### config.mk
export PLATFORM = sky130hd
export DESIGN_NAME = div_seq_arbiter_flat
export DESIGN_NICKNAME = d
export VERILOG_FILES = /design/src/rtl/div_seq_arbiter_pkg.sv /design/src/rtl/div_seq_arbiter_if.sv /design/src/rtl/div_seq_arbiter_step.sv /design/src/rtl/div_seq_arbiter.sv /design/src/flat_wrapper.sv
export SDC_FILE = /design/constraint.sdc
export NUM_CORES = 1
export LEC_CHECK = 0
export BUFFER_PORTS_ARGS = -buffer_cell sky130_fd_sc_hd__buf_4
export CAP_MARGIN = 20
export CELL_PAD_IN_SITES_DETAIL_PLACEMENT = 1
export CELL_PAD_IN_SITES_GLOBAL_PLACEMENT = 2
export CORE_MARGIN = 2
export CORE_UTILIZATION = 33
export CTS_CLUSTER_SIZE = 8
export DETAILED_ROUTE_END_ITERATION = 16
export PLACE_DENSITY_LB_ADDON = 0.1
export SKIP_LAST_GASP = 1
export SLEW_MARGIN = 20
export SYNTH_ARGS = -nofsm -noshare
export SYNTH_HDL_FRONTEND = slang
export SYNTH_SLANG_ARGS = --single-unit
### constraint.sdc
create_clock -name clk -period 3.4 [get_ports clk]
set_input_delay 0.51 -clock clk [delete_from_list [all_inputs] [get_ports clk]]
set_output_delay 0.51 -clock clk [all_outputs]
set_load 0.01 [all_outputs]
### src/rtl/div_seq_arbiter_pkg.sv
// Shared widths, state encoding and quotient type for the two-port
// sequential fixed-point divider.
package div_pkg;
  localparam int ARG_BIT_WIDTH = 32;
  localparam int PRECISION     = 64;
  localparam int QW            = ARG_BIT_WIDTH + PRECISION;
  localparam int CW            = $clog2(QW);

  typedef enum logic [1:0] {IDLE, RUN, DONE} div_state_t;
  typedef logic [QW-1:0]            quot_t;
  typedef logic [ARG_BIT_WIDTH-1:0] arg_t;
endpackage

### src/rtl/div_seq_arbiter_if.sv
// Request ports for both requesters plus the shared tagged response port.
interface div_seq_arbiter_if;
  import div_pkg::*;

  logic  r0_valid, r0_ready;
  arg_t  r0_a, r0_b;
  logic  r1_valid, r1_ready;
  arg_t  r1_a, r1_b;
  logic  rsp_valid, rsp_ready;
  logic  rsp_id;
  quot_t rsp_q;
  logic  rsp_dz;

  modport master (
    output r0_valid, r0_a, r0_b, r1_valid, r1_a, r1_b, rsp_ready,
    input  r0_ready, r1_ready, rsp_valid, rsp_id, rsp_q, rsp_dz
  );
  modport slave (
    input  r0_valid, r0_a, r0_b, r1_valid, r1_a, r1_b, rsp_ready,
    output r0_ready, r1_ready, rsp_valid, rsp_id, rsp_q, rsp_dz
  );
endinterface

### src/rtl/div_seq_arbiter_step.sv
// One restoring division step: shift a dividend bit into the remainder and
// subtract the divisor when it fits.
module div_step #(
  parameter int W = 32
) (
  input  logic [W-1:0] rem,
  input  logic         in_bit,
  input  logic [W-1:0] b,
  output logic [W-1:0] rem_next,
  output logic         q_bit
);
  logic [W:0] t, diff;

  assign t        = {rem, in_bit};
  assign diff     = t - {1'b0, b};
  assign q_bit    = (t >= {1'b0, b});
  assign rem_next = q_bit ? diff[W-1:0] : t[W-1:0];
endmodule

### src/rtl/div_seq_arbiter.sv
// Round-robin two-requester front end feeding one bit-serial restoring
// divider; one quotient bit retires per RUN cycle.
module div_seq_arbiter
  import div_pkg::*;
(
  input logic               clk,
  input logic               rst_n,
  div_seq_arbiter_if.slave  bus
);
  div_state_t    state, state_nxt;
  logic          last_grant, grant, armed, idle_ok, acc;
  logic          id, dz, q_bit;
  arg_t          rem, rem_next, a_sh, b_r, acc_a, acc_b;
  quot_t         q;
  logic [CW-1:0] cnt;

  // A lone requester always wins; a tie goes to whoever was not served last.
  always_comb begin
    grant = ~last_grant;
    if (bus.r0_valid && !bus.r1_valid)      grant = 1'b0;
    else if (bus.r1_valid && !bus.r0_valid) grant = 1'b1;
  end

  // armed keeps both readies low until the first edge after reset release.
  assign idle_ok      = armed && (state == IDLE);
  assign bus.r0_ready = idle_ok && !grant;
  assign bus.r1_ready = idle_ok && grant;
  assign acc   = (bus.r0_valid && bus.r0_ready) || (bus.r1_valid && bus.r1_ready);
  assign acc_a = grant ? bus.r1_a : bus.r0_a;
  assign acc_b = grant ? bus.r1_b : bus.r0_b;

  assign bus.rsp_valid = (state == DONE);
  assign bus.rsp_q     = q;
  assign bus.rsp_id    = id;
  assign bus.rsp_dz    = dz;

  div_step #(.W(ARG_BIT_WIDTH)) u_step (
    .rem      (rem),
    .in_bit   (a_sh[ARG_BIT_WIDTH-1]),
    .b        (b_r),
    .rem_next (rem_next),
    .q_bit    (q_bit)
  );

  always_ff @(posedge clk or negedge rst_n) begin
    if (!rst_n) state <= IDLE;
    else        state <= state_nxt;
  end

  always_comb begin
    state_nxt = state;
    case (state)
      IDLE: if (acc) state_nxt = (acc_b == '0) ? DONE : RUN;
      RUN:  if (cnt == '0) state_nxt = DONE;
      DONE: if (bus.rsp_ready) state_nxt = IDLE;
      default: state_nxt = IDLE;
    endcase
  end

  // Dividend stream {A, 0...} is produced by shifting A left; once A is
  // exhausted zeros feed in, which supplies the fraction bits.
  always_ff @(posedge clk or negedge rst_n) begin
    if (!rst_n) begin
      armed      <= 1'b0;
      last_grant <= 1'b1;
      id         <= 1'b0;
      dz         <= 1'b0;
      rem        <= '0;
      a_sh       <= '0;
      b_r        <= '0;
      q          <= '0;
      cnt        <= '0;
    end else begin
      armed <= 1'b1;
      if (acc) begin
        a_sh       <= acc_a;
        b_r        <= acc_b;
        id         <= grant;
        last_grant <= grant;
        rem        <= '0;
        q          <= '0;
        cnt        <= CW'(QW-1);
        dz         <= (acc_b == '0);
      end else if (state == RUN) begin
        rem  <= rem_next;
        q    <= {q[QW-2:0], q_bit};
        a_sh <= {a_sh[ARG_BIT_WIDTH-2:0], 1'b0};
        if (cnt != '0) cnt <= cnt - CW'(1);
      end
    end
  end
endmodule

### src/flat_wrapper.sv
// flat-port wrapper written by rule: the top's interface ports become plain ports
module div_seq_arbiter_flat import div_pkg::*;
  (clk, rst_n, bus_r0_valid, bus_r0_a, bus_r0_b, bus_r1_valid, bus_r1_a, bus_r1_b, bus_rsp_ready, bus_r0_ready, bus_r1_ready, bus_rsp_valid, bus_rsp_id, bus_rsp_q, bus_rsp_dz);
  div_seq_arbiter_if bus_i ();
  input logic clk;
  input logic rst_n;
  input wire logic [$bits(bus_i.r0_valid)-1:0] bus_r0_valid;
  input wire logic [$bits(bus_i.r0_a)-1:0] bus_r0_a;
  input wire logic [$bits(bus_i.r0_b)-1:0] bus_r0_b;
  input wire logic [$bits(bus_i.r1_valid)-1:0] bus_r1_valid;
  input wire logic [$bits(bus_i.r1_a)-1:0] bus_r1_a;
  input wire logic [$bits(bus_i.r1_b)-1:0] bus_r1_b;
  input wire logic [$bits(bus_i.rsp_ready)-1:0] bus_rsp_ready;
  output wire logic [$bits(bus_i.r0_ready)-1:0] bus_r0_ready;
  output wire logic [$bits(bus_i.r1_ready)-1:0] bus_r1_ready;
  output wire logic [$bits(bus_i.rsp_valid)-1:0] bus_rsp_valid;
  output wire logic [$bits(bus_i.rsp_id)-1:0] bus_rsp_id;
  output wire logic [$bits(bus_i.rsp_q)-1:0] bus_rsp_q;
  output wire logic [$bits(bus_i.rsp_dz)-1:0] bus_rsp_dz;
  assign bus_i.r0_valid = bus_r0_valid;
  assign bus_i.r0_a = bus_r0_a;
  assign bus_i.r0_b = bus_r0_b;
  assign bus_i.r1_valid = bus_r1_valid;
  assign bus_i.r1_a = bus_r1_a;
  assign bus_i.r1_b = bus_r1_b;
  assign bus_i.rsp_ready = bus_rsp_ready;
  assign bus_r0_ready = bus_i.r0_ready;
  assign bus_r1_ready = bus_i.r1_ready;
  assign bus_rsp_valid = bus_i.rsp_valid;
  assign bus_rsp_id = bus_i.rsp_id;
  assign bus_rsp_q = bus_i.rsp_q;
  assign bus_rsp_dz = bus_i.rsp_dz;
  div_seq_arbiter u_core (.clk(clk), .rst_n(rst_n), .bus(bus_i));
endmodule
==> After elaboration in Yosys (flattened, before gate mapping) <==
Cells that the tools add are included.
{ "word_totals": {"word_cells": 57, "in_bits": 133, "regBits": 205, "output_inout_bits": 101} }
{ "op_classes": {"reduce_logical": 19, "bitwise_logic": 1, "eq_ne": 5, "n_addsub": 2, "n_lt_le_gt_ge": 1, "n_mux": 19} }
{ "op_table": {"columns": ["cell", "count"], "rows": [
  ["32-bit 2-to-1 mux", 7],
  ["96-bit 2-to-1 mux", 2],
  ["33-bit by 32-bit >= comparator with 1-bit output", 1],
  ["32-bit logical NOT", 1],
  ["32-bit subtractor", 1],
  ["7-bit 2-to-1 mux", 3],
  ["2-bit 2-to-1 mux", 4],
  ["1-bit logical AND", 7],
  ["7-bit logical NOT", 1],
  ["7-bit nonzero test", 1],
  ["7-bit by 1-bit subtractor with 7-bit output, second input constant", 1],
  ["2-bit one-hot mux with 3 select lines", 1],
  ["2-bit by 1-bit != test with 1-bit output, second input constant", 2],
  ["2-bit nonzero test", 2],
  ["1-bit logical NOT", 3],
  ["3-bit AND reduction", 1],
  ["2-bit by 1-bit == test with 1-bit output, second input constant", 1],
  ["2-bit == test, second input constant", 1],
  ["2-bit logical NOT", 1],
  ["1-bit 2-to-1 mux", 2],
  ["2-bit != test, second input constant", 1],
  ["2-bit AND reduction", 1],
  ["1-bit logical OR", 1],
  ["1-bit inverter", 1]
]} }

==> Logic depth before layout (Yosys ltp) <==
{ "depth": {"word_depth": 10, "depth_mapped": 14, "mapped_depth_nobuf": 12} }

==> Hierarchy <==
A second synthesis with hierarchy kept.
{ "unflattened": {"cells_unflattened": 1319, "hier_area_um2": 11461.0} }
{ "by_module_without_submodules": {"columns": ["module", "seq_area_each_um2", "area_per_inst_um2", "cells_each", "n_inst"], "rows": [
  ["div_seq_arbiter", 5131.2, 9130.0, 996, 1],
  ["div_step", 0.0, 2331.0, 323, 1]
]} }

==> Worst setup path before layout <==
No wires, ideal clock.
{ "synth_path": {"path_type": "register to register", "startpoint": "reg u_core.rem[13]", "endpoint": "reg u_core.rem[22]", "period_less_slack_ps": 2616, "path_slack_ps": 784, "n_path_buf": 2, "arrival_time_ps": 2496, "setup_ps": 120, "t_required_ps": 3280, "path_stages_with_launch": 13, "path_cell_list": "dfrtp_1 > ha_1 > buf_2 > nand2_1 > nor2_1 > a21oi_1 > or3_4 > a21oi_4 > o2111ai_4 > and2_4 > buf_6 > a32o_1 > a31o_1"} }
{ "synth_via": {"elab_chain_cells": 4, "word_cells_on_any_way": 5, "classes_between": "add/sub (1); order compare (1); mux (3)"} }
{ "synth_rtl": {"columns": ["item", "line", "rtl"], "rows": [
  ["start, declared", "div_seq_arbiter.sv:13", "arg_t rem, rem_next, a_sh, b_r, acc_a, acc_b;"],
  ["start signal, assigned", "div_seq_arbiter.sv:85", "rem <= rem_next;"],
  ["32-bit subtractor or 33-bit by 32-bit >= comparator with 1-bit output (tied branches)", "div_seq_arbiter_step.sv:15, div_seq_arbiter_step.sv:16", null],
  ["32-bit 2-to-1 mux *", "div_seq_arbiter_step.sv:17", "assign rem_next = q_bit ? diff[W-1:0] : t[W-1:0];"],
  ["32-bit 2-to-1 mux *", "div_seq_arbiter.sv:84", "end else if (state == RUN) begin"],
  ["32-bit 2-to-1 mux *", "div_seq_arbiter.sv:75", "if (acc) begin"]
]} }
Mark *: on every way between the ends. The rest lies on a longest branch, timed or not. The select of a mux whose other input is x is not followed.
A chain may end at the register's enable or synchronous reset.

==> Worst setup path after layout <==
{ "layout_path": {"startpoint": "reg u_core.b_r[1]", "endpoint": "reg u_core.rem[25]"} }
{ "layout_via": {"elab_chain_cells": 4, "word_cells_on_any_way": 5, "classes_between": "add/sub (1); order compare (1); mux (3)"} }
{ "layout_rtl": {"columns": ["item", "line", "rtl"], "rows": [
  ["start, declared", "div_seq_arbiter.sv:13", null],
  ["start signal, assigned", "div_seq_arbiter.sv:70", "b_r <= '0;"],
  ["start signal, assigned", "div_seq_arbiter.sv:77", "b_r <= acc_b;"],
  ["32-bit subtractor or 33-bit by 32-bit >= comparator with 1-bit output (tied branches)", "div_seq_arbiter_step.sv:15, div_seq_arbiter_step.sv:16", null],
  ["32-bit 2-to-1 mux *", "div_seq_arbiter_step.sv:17", null],
  ["32-bit 2-to-1 mux *", "div_seq_arbiter.sv:84", null],
  ["32-bit 2-to-1 mux *", "div_seq_arbiter.sv:75", null]
]} }
Marks and branches as above.

==> flow_metrics.env <==
export IMPL_postCtsHoldBufs=0
export IMPL_clkTransAtPathRegs_ns=0.05
export IMPL_grt_overflow_total=0
export IMPL_slew_violations=0
export IMPL_synth_edf_count=0
export IMPL_fp_dieArea_um2=34100
export IMPL_viasPerCell=5.05
export IMPL_endpoint_kind="flop"
export IMPL_avgSynthCellArea_um2=8.88
export IMPL_relSlewSlack=0.384
export IMPL_synth_area_leader_cell="dfrtp_1"
export IMPL_power_total_mw=14.1
export IMPL_yosys_area_share_simple=0.180
export IMPL_syn_inst=1212
export IMPL_timing_rr_start="u_core.b_r[1]"
export IMPL_diodes=0
export IMPL_yosysUniqueCellTypes=61
export IMPL_synth_top_family_by_area="simple AND/OR/NAND/NOR gates"
export IMPL_rrSetupSlack_ns=0.28
export IMPL_synth_top_cells_by_area="dfrtp_1, nand2_1, o21ai_0"
export IMPL_synth_warnings=0
export IMPL_timing_critical_path_slowest_cell_delay_ns=0.40
export IMPL_rsz0062_at_grt="false"
export IMPL_drc_errors=0
export IMPL_wl_per_cell_um=17.3
export IMPL_whs_ns=0.0128
export IMPL_fp_dieH_um=185
export IMPL_cts_buffer_depth=3
export IMPL_ios=234
export IMPL_antenna_found_initial=0
export IMPL_seqCellArea_um2=5130
export IMPL_power_density_nw_per_um2=1020
export IMPL_reg2regPathDepth=11
export IMPL_htreeDepth=1
export IMPL_r2r_end="u_core.rem[25]"
export IMPL_worstMarginPinSlew_ns=0.923
export IMPL_syn_area_um2=10800
export IMPL_path_buf_inv=1
export IMPL_grt_pass1_wl_um=51900
export IMPL_cp_required_ns=3.85
export IMPL_setup_viol=0
export IMPL_numCtsBuffers=29
export IMPL_pre_cts_ws_ns=0.300
export IMPL_grt_use_total=0.188
export IMPL_arrival_ns=3.57
export IMPL_synthArstFlopShare=1.00
export IMPL_max_freq_mhz=321
export IMPL_multi_input_area_um2=5220
export IMPL_first_iter_violations=403
export IMPL_timing_hold_violations_final=0
export IMPL_path_class="flop to flop"
export IMPL_synth_compound_area_frac=0.169
export IMPL_layout_drive_gt1_share=0.208
export IMPL_synthToLayoutAreaGrowth_pct=28.4
export IMPL_ant_nets=0
export IMPL_p_leak_nw=6.47
export IMPL_hold_class="input pin to asynchronous set/reset pin"
export IMPL_post_dp_hpwl_um=22400
export IMPL_crit_chain="inv_1 -> ha_1 -> nor2b_1 -> o2111ai_1 -> a21oi_1 -> o21ai_1 -> a21oi_4 -> o2111ai_4 -> nand2_2 -> nand2_1 -> o211ai_1"
export IMPL_cts_repair_resized=0
export IMPL_status="finished clean"
export IMPL_core_area_um2=32300
export IMPL_clk_latency_ns=0.54
export IMPL_grt_pass1_vias=9757
export IMPL_startpoint_type="flop"
export IMPL_layout_nets=1589
export IMPL_period_share=0.917
export IMPL_ctsRootBufferMaster="clkbuf_16"
export IMPL_cts_tree="done"
export IMPL_synth_flop_cell="dfrtp_1"
export IMPL_syn_nets=1380
export IMPL_rows=66
export IMPL_yosys_area_share_adder=0.0414
export IMPL_max_cap_viol_count=0
export IMPL_synth_area_mux_share=0.0623
export IMPL_cpMaxStageDelayCell="dfrtp_1"
export IMPL_dr_pass1_iters=4
export IMPL_clock_sinks=205
export IMPL_routed_wl_um=32500
export IMPL_fin_skew_ns=0.00899
export IMPL_start_util=0.333
export IMPL_irDropWorstVdd_uv=467
export IMPL_synthXorXnorAreaFrac=0.0277
export IMPL_numPortBuffers=233
export IMPL_period_needed_ns=3.12
export IMPL_synth_top_area_share=0.474
export IMPL_die_width_um=185
export IMPL_routabilityCongestion=0.820
export IMPL_grt_max_degree=129
export IMPL_setup_tns_ns=0
export IMPL_fin_ws_ns=0.281
export IMPL_nFillCells=3769
export IMPL_vias=9482
export IMPL_ys_seq_area_frac=0.477
export IMPL_path_max_fanout=12
export IMPL_postCtsSetupRepairBufs=0
export IMPL_ys_seq_elements=205
export IMPL_crit_family="compound AO/OA/AOI/OAI gates"
==> where the power goes <==
part	leakage, nW	switching, mW	internal (mW)
clock	0.386	1.06	1.57
combinational	3.40	4.48	2.87
sequential	2.68	0.720	3.44
total	6.47	6.25	7.88
==> registers in the layout, indices dropped and copies added (netlist names), 2 cells and up <==
register,cells
u_core.bus.rsp_q,96
u_core.rem,32
u_core.b_r,32
u_core.cnt,7
u_core.state,2
u_core.a_sh,32
==> cells in the final DEF, fill, tap and decap left out, types with 3 or more instances in the layout <==
cell / netlist / final
a31oi_1: 10 / 10
a211oi_1: 3 / 3
o211ai_1: 8 / 8
a22oi_1: 30 / 30
nor2_1: 34 / 33
nand4_1: 10 / 10
nor2b_1: 10 / 9
o21ai_0: 180 / 180
clkbuf_16: 0 / 29
a21o_1: 4 / 4
nand3_1: 70 / 70
nand2_1: 269 / 269
nor3_1: 6 / 6
buf_4: 0 / 246
xor2_1: 16 / 16
clkbuf_1: 55 / 14
o31ai_1: 4 / 4
o21ai_1: 5 / 3
xnor2_1: 18 / 18
and3_1: 3 / 3
buf_12: 0 / 5
and2_1: 3 / 3
o21a_1: 6 / 5
dfrtp_1: 204 / 204
nor4_1: 18 / 18
nand2b_1: 5 / 4
mux2i_1: 67 / 67
inv_1: 42 / 42
ha_1: 34 / 34
a21oi_1: 43 / 43
==> cell families (layout without fill, tap and decap cells) <==
group | Yosys count | in the layout
simple gates | 441 | 441
compound gates | 313 | 313
flops | 205 | 205
buf+inv | 116 | 339
mux | 67 | 67
fa+ha+maj | 35 | 35
xor+xnor | 34 | 34
other cells | 1 | 1
==> cell usage after synthesis (all sizes together), types with 4 or more instances <==
| library cell | instances |
|---|---|
| nand2 | 270 |
| dfrtp | 204 |
| o21ai | 185 |
| nand3 | 70 |
| mux2i | 67 |
| clkbuf | 55 |
| a21oi | 44 |
| inv | 42 |
| ha | 34 |
| nor2 | 34 |
| a22oi | 30 |
| buf | 19 |
| nor4 | 19 |
| xnor2 | 18 |
| xor2 | 16 |
| a31oi | 10 |
| nand4 | 10 |
| nor2b | 10 |
| o211ai | 8 |
| nor3 | 6 |
| o21a | 6 |
| nand2b | 5 |
| a211oi | 4 |
| a21o | 4 |
| and2 | 4 |
| o31ai | 4 |
==> worst max path at each step <==
stage | from | to | slack (ns) | cells after the start
global route | u_core.b_r[1] | u_core.rem[25] | 0.02 | 11
global placement | u_core.b_r[18] | u_core.rem[15] | 0.40 | 11
CTS | u_core.b_r[1] | u_core.rem[25] | 0.24 | 11
floorplan | u_core.rem[13] | u_core.rem[22] | 0.78 | 12
finish | u_core.b_r[1] | u_core.rem[25] | 0.28 | 11
detailed placement | u_core.b_r[1] | u_core.rem[25] | 0.30 | 11
==> layer usage <==
| layer | global-route usage | part of all wire | vias up | routed length [um] |
|---|---|---|---|---|
| met5 | 0 | 0 | - | 0 |
| met4 | 0.0403 | 0.015 | 0 | 500 |
| met3 | 0.0249 | 0.049 | 37 | 1590 |
| met2 | 0.294 | 0.44 | 229 | 14200 |
| met1 | 0.276 | 0.50 | 4579 | 16300 |
| li1 | - | - | 4637 | - |
==> per-stage QoR <==
step                      instance area (um2)  instances   util
after floorplan                         10800       1212      -
after global placement                  13000       1832  0.403
after detailed placement                13000       1832  0.403
after CTS                               13800       1877  0.428
after global routing                    13800       1877  0.428
final                                   13800       1877  0.428
==> cell type report <==
type	count	area share
multi-input combinational	891	0.378
tap	442	0.0400
inverter	42	0.0114
timing repair buffer	252	0.142
clock inverter	1	0.000634
sequential	205	0.371
clock buffer	44	0.0573
==> worst reg2reg max path, stage by stage, from the launching register on <==
cell	delay, ns
dfrtp_1	0.40
inv_1	0.07
ha_1	0.29
nor2b_1	0.18
o2111ai_1	0.16
a21oi_1	0.36
o21ai_1	0.20
a21oi_4	0.20
o2111ai_4	0.19
nand2_2	0.30
nand2_1	0.36
o211ai_1	0.31
(Power assumes the default switching activity.)
